$ cat src/rtl/rv_seq_pkg.sv
// Shared encodings for the RV32I multi-cycle phase sequencer and its decoder.
package rv_seq_pkg;

    typedef enum logic [2:0] {
        ST_FETCH   = 3'd0,
        ST_DECODE  = 3'd1,
        ST_EXECUTE = 3'd2,
        ST_MEM     = 3'd3,
        ST_WB      = 3'd4,
        ST_HALT    = 3'd5
    } seq_state_e;

    typedef enum logic [1:0] {
        PC_PLUS4  = 2'b00,
        PC_BRANCH = 2'b01,
        PC_JUMP   = 2'b10
    } pc_sel_e;

    typedef enum logic [1:0] {
        HALT_NONE    = 2'b00,
        HALT_ILLEGAL = 2'b01,
        HALT_IMEM_TO = 2'b10,
        HALT_DMEM_TO = 2'b11
    } halt_cause_e;

    // Branch class as produced by the decoder; 2'b11 is unused.
    typedef enum logic [1:0] {
        BR_NONE = 2'b00,
        BR_COND = 2'b01,
        BR_JUMP = 2'b10
    } br_class_e;

    typedef struct packed {
        logic       regwrite;
        logic       memread;
        logic       memwrite;
        logic [1:0] branch;
    } ctrl_t;

    function automatic pc_sel_e pc_sel_of(input logic [1:0] branch, input logic taken);
        pc_sel_e sel;
        sel = PC_PLUS4;
        if (branch == BR_JUMP) begin
            sel = PC_JUMP;
        end else if (branch == BR_COND && taken) begin
            sel = PC_BRANCH;
        end
        return sel;
    endfunction

endpackage

$ cat src/rtl/rv_seq_wait_timer.sv
// Memory-wait watchdog: counts stalled request cycles and flags expiry on the
// TIMEOUT-th one. TIMEOUT = 0 disables expiry.
module rv_seq_wait_timer #(
    parameter int unsigned TIMEOUT = 16
) (
    input  logic i_clk,
    input  logic i_rst_n,
    input  logic i_clr,
    input  logic i_wait,
    output logic o_expire
);

    localparam int unsigned CW = (TIMEOUT > 1) ? $clog2(TIMEOUT) : 1;
    localparam logic [CW-1:0] LAST = CW'((TIMEOUT > 0) ? (TIMEOUT - 1) : 0);

    logic [CW-1:0] r_cnt;

    always_ff @(posedge i_clk or negedge i_rst_n) begin
        if (!i_rst_n) begin
            r_cnt <= '0;
        end else if (i_clr) begin
            r_cnt <= '0;
        end else if (i_wait && (r_cnt != LAST)) begin
            r_cnt <= r_cnt + CW'(1);
        end
    end

    // Expiry is raised during the stalled cycle that would make the count reach TIMEOUT.
    assign o_expire = (TIMEOUT != 0) && i_wait && (r_cnt == LAST);

endmodule

$ cat src/rtl/rv_mc_sequencer.sv
// Multi-cycle FETCH/DECODE/EXECUTE/MEM/WB phase sequencer for the RV32I core,
// with retire counting and halt on illegal opcode or memory timeout.
module rv_mc_sequencer
    import rv_seq_pkg::*;
#(
    parameter int unsigned CNT_W   = 32,
    parameter int unsigned TIMEOUT = 16
) (
    input  logic             i_clk,
    input  logic             i_rst_n,
    input  logic             i_run,
    input  logic             i_regwrite,
    input  logic             i_memread,
    input  logic             i_memwrite,
    input  logic [1:0]       i_branch,
    input  logic             i_branch_taken,
    input  logic             i_illegal,
    input  logic             i_imem_ready,
    input  logic             i_dmem_ready,
    output logic             o_imem_req,
    output logic             o_ir_we,
    output logic             o_alu_en,
    output logic             o_dmem_req,
    output logic             o_dmem_we,
    output logic             o_rf_we,
    output logic             o_pc_we,
    output logic [1:0]       o_pc_sel,
    output logic [2:0]       o_state,
    output logic             o_halted,
    output logic [1:0]       o_halt_cause,
    output logic [CNT_W-1:0] o_instret
);

    seq_state_e       r_state;
    seq_state_e       w_next;
    halt_cause_e      r_cause;
    halt_cause_e      w_cause;
    ctrl_t            r_ctrl;
    logic             r_taken;
    logic [CNT_W-1:0] r_instret;

    logic w_imem_req, w_dmem_req, w_imem_xfer, w_dmem_xfer;
    logic w_wait, w_clr, w_expire, w_taken;
    logic w_ir_we, w_alu_en, w_dmem_we, w_rf_we, w_retire;

    // Fetch request is dropped combinationally while reset is asserted.
    assign w_imem_req  = (r_state == ST_FETCH) && i_run && i_rst_n;
    assign w_dmem_req  = (r_state == ST_MEM);
    assign w_imem_xfer = w_imem_req && i_imem_ready;
    assign w_dmem_xfer = w_dmem_req && i_dmem_ready;
    assign w_wait      = (w_imem_req && !i_imem_ready) || (w_dmem_req && !i_dmem_ready);
    assign w_clr       = !((r_state == ST_FETCH) || (r_state == ST_MEM)) || w_imem_xfer || w_dmem_xfer;

    rv_seq_wait_timer #(
        .TIMEOUT (TIMEOUT)
    ) u_wait_timer (
        .i_clk    (i_clk),
        .i_rst_n  (i_rst_n),
        .i_clr    (w_clr),
        .i_wait   (w_wait),
        .o_expire (w_expire)
    );

    always_ff @(posedge i_clk or negedge i_rst_n) begin
        if (!i_rst_n) begin
            r_state   <= ST_FETCH;
            r_cause   <= HALT_NONE;
            r_ctrl    <= '0;
            r_taken   <= 1'b0;
            r_instret <= '0;
        end else begin
            r_state <= w_next;
            r_cause <= w_cause;
            if (r_state == ST_DECODE) begin
                r_ctrl <= '{regwrite: i_regwrite, memread: i_memread,
                            memwrite: i_memwrite, branch: i_branch};
            end
            if (r_state == ST_EXECUTE) begin
                r_taken <= i_branch_taken;
            end
            if (w_retire) begin
                r_instret <= r_instret + CNT_W'(1);
            end
        end
    end

    always_comb begin
        w_next    = r_state;
        w_cause   = r_cause;
        w_ir_we   = 1'b0;
        w_alu_en  = 1'b0;
        w_dmem_we = 1'b0;
        w_rf_we   = 1'b0;
        w_retire  = 1'b0;
        case (r_state)
            ST_FETCH: begin
                if (w_imem_xfer) begin
                    w_ir_we = 1'b1;
                    w_next  = ST_DECODE;
                end else if (w_expire) begin
                    w_next  = ST_HALT;
                    w_cause = HALT_IMEM_TO;
                end
            end
            ST_DECODE: begin
                if (i_illegal) begin
                    w_next  = ST_HALT;
                    w_cause = HALT_ILLEGAL;
                end else begin
                    w_next = ST_EXECUTE;
                end
            end
            ST_EXECUTE: begin
                w_alu_en = 1'b1;
                if (r_ctrl.memread || r_ctrl.memwrite) begin
                    w_next = ST_MEM;
                end else if (r_ctrl.regwrite) begin
                    w_next = ST_WB;
                end else begin
                    w_retire = 1'b1;
                    w_next   = ST_FETCH;
                end
            end
            ST_MEM: begin
                w_dmem_we = r_ctrl.memwrite;
                if (w_dmem_xfer) begin
                    if (r_ctrl.regwrite) begin
                        w_next = ST_WB;
                    end else begin
                        w_retire = 1'b1;
                        w_next   = ST_FETCH;
                    end
                end else if (w_expire) begin
                    w_next  = ST_HALT;
                    w_cause = HALT_DMEM_TO;
                end
            end
            ST_WB: begin
                w_rf_we  = 1'b1;
                w_retire = 1'b1;
                w_next   = ST_FETCH;
            end
            ST_HALT: begin
                w_next = ST_HALT;
            end
            default: begin
                w_next = ST_FETCH;
            end
        endcase
    end

    // Branch outcome is consumed live when retiring in EXECUTE, latched afterwards.
    assign w_taken = (r_state == ST_EXECUTE) ? i_branch_taken : r_taken;

    assign o_imem_req   = w_imem_req;
    assign o_ir_we      = w_ir_we;
    assign o_alu_en     = w_alu_en;
    assign o_dmem_req   = w_dmem_req;
    assign o_dmem_we    = w_dmem_we;
    assign o_rf_we      = w_rf_we;
    assign o_pc_we      = w_retire;
    assign o_pc_sel     = pc_sel_of(r_ctrl.branch, w_taken);
    assign o_state      = r_state;
    assign o_halted     = (r_state == ST_HALT);
    assign o_halt_cause = r_cause;
    assign o_instret    = r_instret;

endmodule

$ cat config.mk
export PLATFORM = sky130hd
export DESIGN_NAME = rv_mc_sequencer
export DESIGN_NICKNAME = d
export VERILOG_FILES = /design/src/rtl/rv_seq_pkg.sv /design/src/rtl/rv_seq_wait_timer.sv /design/src/rtl/rv_mc_sequencer.sv
export SDC_FILE = /design/constraint.sdc
export NUM_CORES = 1
export LEC_CHECK = 0
export CAP_MARGIN = 20
export CORE_MARGIN = 5
export CORE_UTILIZATION = 50
export CTS_CLUSTER_DIAMETER = 30
export DETAILED_ROUTE_END_ITERATION = 12
export PLACE_DENSITY = 0.81
export SKIP_CTS_REPAIR_TIMING = 1
export SLEW_MARGIN = 0
export SYNTH_ARGS = -nofsm -noshare
export SYNTH_HDL_FRONTEND = slang
export SYNTH_SLANG_ARGS = --single-unit
$ cat constraint.sdc
create_clock -name i_clk -period 5.6 [get_ports i_clk]
set_clock_uncertainty 0.15 [all_clocks]
set_input_delay 1.12 -clock i_clk [delete_from_list [all_inputs] [get_ports i_clk]]
set_output_delay 1.12 -clock i_clk [all_outputs]
set_load 0.01 [all_outputs]
==> qor.csv <==
metric;value;unit
synthTopCellsByArea;dfrtp_1 50%, xnor2_1 10%, mux2_2 3.4%;
drt-total-wl;4860;um
synthArstFlopShare;100;%
place_inst;314;
start_util;50.7;%
gp_congestion;0.775;
cts.sinks;47;
numCtsBuffers;5;
whs;0.332;ns
num_rows;25;
n_antenna_cell;0;
maxSlewHeadroom;51.9;%
drtIter0Drc;75;
muxShareOfSynthArea;3.36;%
power_switching;0.309;mW
combPwrFrac;32.7;%
p_int;0.652;mW
hold_viol_final;0;
cp-end-kind;primary output;
die_w;78.5;um
routedWlPerCell;15.1;um
startpoint;i_dmem_ready;
grt-ovfl-total;0;
drt_first_pass_iters;4;
antenna_found_initial;0;
grt_pass1_vias;1662;
synth_top_flop_cell;dfrtp_1;
drv_slew;0;
power_density;316;nW/um^2
synth_area;2350;um^2
swShare;32.2;%
synthCells;206;
fin_setup_tns;0;ns
insertion_delay;0.29;ns
critPathArrivalTime;2.85;ns
synth_seq_cells;47;
dp_hpwl;3560;um
crit-reg2reg-launch;o_state[0];
synth_area_leader_cell;dfrtp_1;
syn_to_final_growth;29.5;%
avgViaCountPerCell;5.39;
clock_path_buffers;2;
synth-adder-area-share;1.07;%
port_buffers;58;
grt_max_degree;49;
required;4.33;ns
final_nets;281;
rsz0062_at_grt;false;
core;4630;um^2
ir_drop;255;uV
die_area;6170;um^2
fillers;372;
period_share;73.7;%
setup_violations;0;
layout-drive-gt1-share;12.7;%
instances_no_fill;322;
synth_compound_area_share;5.97;%
grt_pass1_wl;8110;um
path_clk_slew;0.08;ns
syn_nets;220;
synthSimpleGateAreaFrac;23.5;%
htreeDepth;2;
max_clock_freq;242;MHz
tightest_slew;0.721;ns
die_h;78.5;um
yosysWarnings;0;
cp_max_fo;7;
clock_power_share;20.0;%
drv_cap;0;
synth.top_cell.area_share;50.1;%
start_kind;input port;
ioPinCount;59;
period_needed;4.12;ns
ys_seq_area_share;50.1;%
hold_start;o_instret[31];
leakage;1.29;nW
synth_top_family_by_area;simple AND/OR/NAND/NOR gates;
vias;1736;
synth_edf_count;0;
cts-root-buf;clkbuf_8;
antenna_left;0;
avgSynthCellArea;11.4;um^2
hold_path.class;reg2reg;
seqPwrFrac;47.3;%
drc;0;
status;finished, final reports clean;
crit_type;in2out;
cts_tree;built;
grt_usage;16.6;%
yosysUniqueCellTypes;45;
synth_xor_area_share;13.3;%
[flip-flops by register name, indices dropped and copies added, names as in the netlist]
| register | cells |
|---|---|
| o_halt_cause | 2 |
| o_instret | 32 |
| o_state | 3 |
| r_ctrl | 5 |
| r_taken | 1 |
| u_wait_timer.r_cnt | 4 |
[metal layers]
metal  GRT usage (%)  up-vias  part of all wire (%)
met3            3.44        4                   2.6
met2            26.5       30                    50
met4            5.07        0                   1.3
met5               0        -                     0
li1                -      842                     -
met1            22.8      860                    46
[per-stage QoR]
step / setup WS (ns) / total power [mW] / cell area (um^2) / util [%]
after CTS: 1.47 / 0.975 / 3040 / 65.7
after global placement: 1.51 / 0.773 / 2960 / 63.9
final: 1.48 / 0.961 / 3040 / 65.7
after detailed placement: 1.49 / 0.778 / 2960 / 63.9
after floorplan: 2.56 / 0.633 / 2350 / -
after global routing: 1.38 / 1.02 / 3040 / 65.7
[worst paths after layout]
kind                                 end  slack, ns  cells past startpoint
min in group asynchronous  o_instret[28]       0.82                      2
min                        o_instret[31]       0.33                      1
max reg2reg                o_instret[31]       3.33                      5
min reg2reg                o_instret[31]       0.33                      1
max                              o_pc_we       1.48                      5
max in group asynchronous      r_ctrl[0]       4.08                      2
[final cells by class]
| type | count | area, um^2 | area share, % |
|---|---|---|---|
| flip-flops and latches | 47 | 1180 | 38.7 |
| multi-input cells | 148 | 1110 | 36.5 |
| well taps | 54 | 67.6 | 2.22 |
| repair buffers | 59 | 583 | 19.2 |
| clock inverters | 1 | 5.00 | 0.165 |
| clock buffers | 7 | 76.3 | 2.51 |
| inverters | 6 | 22.5 | 0.741 |
[critical path: stages]
cell and delay (ns):
clkdlybuf4s50_1 0.47, and2_1 0.21, o211ai_2 0.28, nand2_1 0.24
clkdlybuf4s50_1 0.54
[cells in the final DEF (no fill, tap or decap), types with 2 or more instances in the layout]
cell type / Yosys / final
a21oi_1: 2 / 2
and2_1: 2 / 2
and3_1: 12 / 12
and4_1: 2 / 2
and4_4: 2 / 2
clkbuf_1: 0 / 2
clkbuf_8: 0 / 5
clkdlybuf4s50_1: 0 / 57
dfrtp_1: 47 / 47
ha_1: 2 / 2
inv_1: 6 / 6
mux2_2: 7 / 7
nand2_1: 16 / 16
nand2b_1: 2 / 2
nand3_1: 15 / 15
nand3_2: 5 / 5
nand4_1: 6 / 6
nand4_4: 2 / 2
nor2_1: 12 / 12
nor3_1: 2 / 2
nor3_2: 2 / 2
o21ai_0: 3 / 3
xnor2_1: 27 / 27
xnor2_2: 2 / 2
xor2_1: 5 / 5
[cells in the mapped netlist, types with 2 or more instances]
cell and instances:
inv_1 6, nand2_1 16, nand2b_1 2, xnor2_2 2, nor2_1 12, nand3_2 5, and2_1 2, xnor2_1 27
a21oi_1 2, dfrtp_1 47, and4_4 2, ha_1 2, nand4_4 2, nor3_1 2, mux2_2 7, xor2_1 5
and3_1 12, buf_4 2, nand4_1 6, nor3_2 2, buf_2 2, and4_1 2, nand3_1 15, o21ai_0 3
[logic make-up (layout without fill, tap and decap cells)]
logic type / after synthesis / in the layout
multiplexers: 7 / 7
buffers and inverters: 11 / 73
adder cells (fa/ha/maj): 2 / 2
AO/OA/AOI/OAI: 17 / 17
flip-flops: 47 / 47
XOR/XNOR: 34 / 34
AND/OR/NAND/NOR: 88 / 88
[power groups by stage]
stage / logic, mW / clock network (mW) / registers (mW)
floorplan: 0.185 / 0 / 0.449
global placement: 0.315 / 0 / 0.458
detailed placement: 0.318 / 0 / 0.460
CTS: 0.319 / 0.202 / 0.454
global route: 0.344 / 0.214 / 0.464
finish: 0.315 / 0.192 / 0.454
Power figures use the tool's default switching activity.
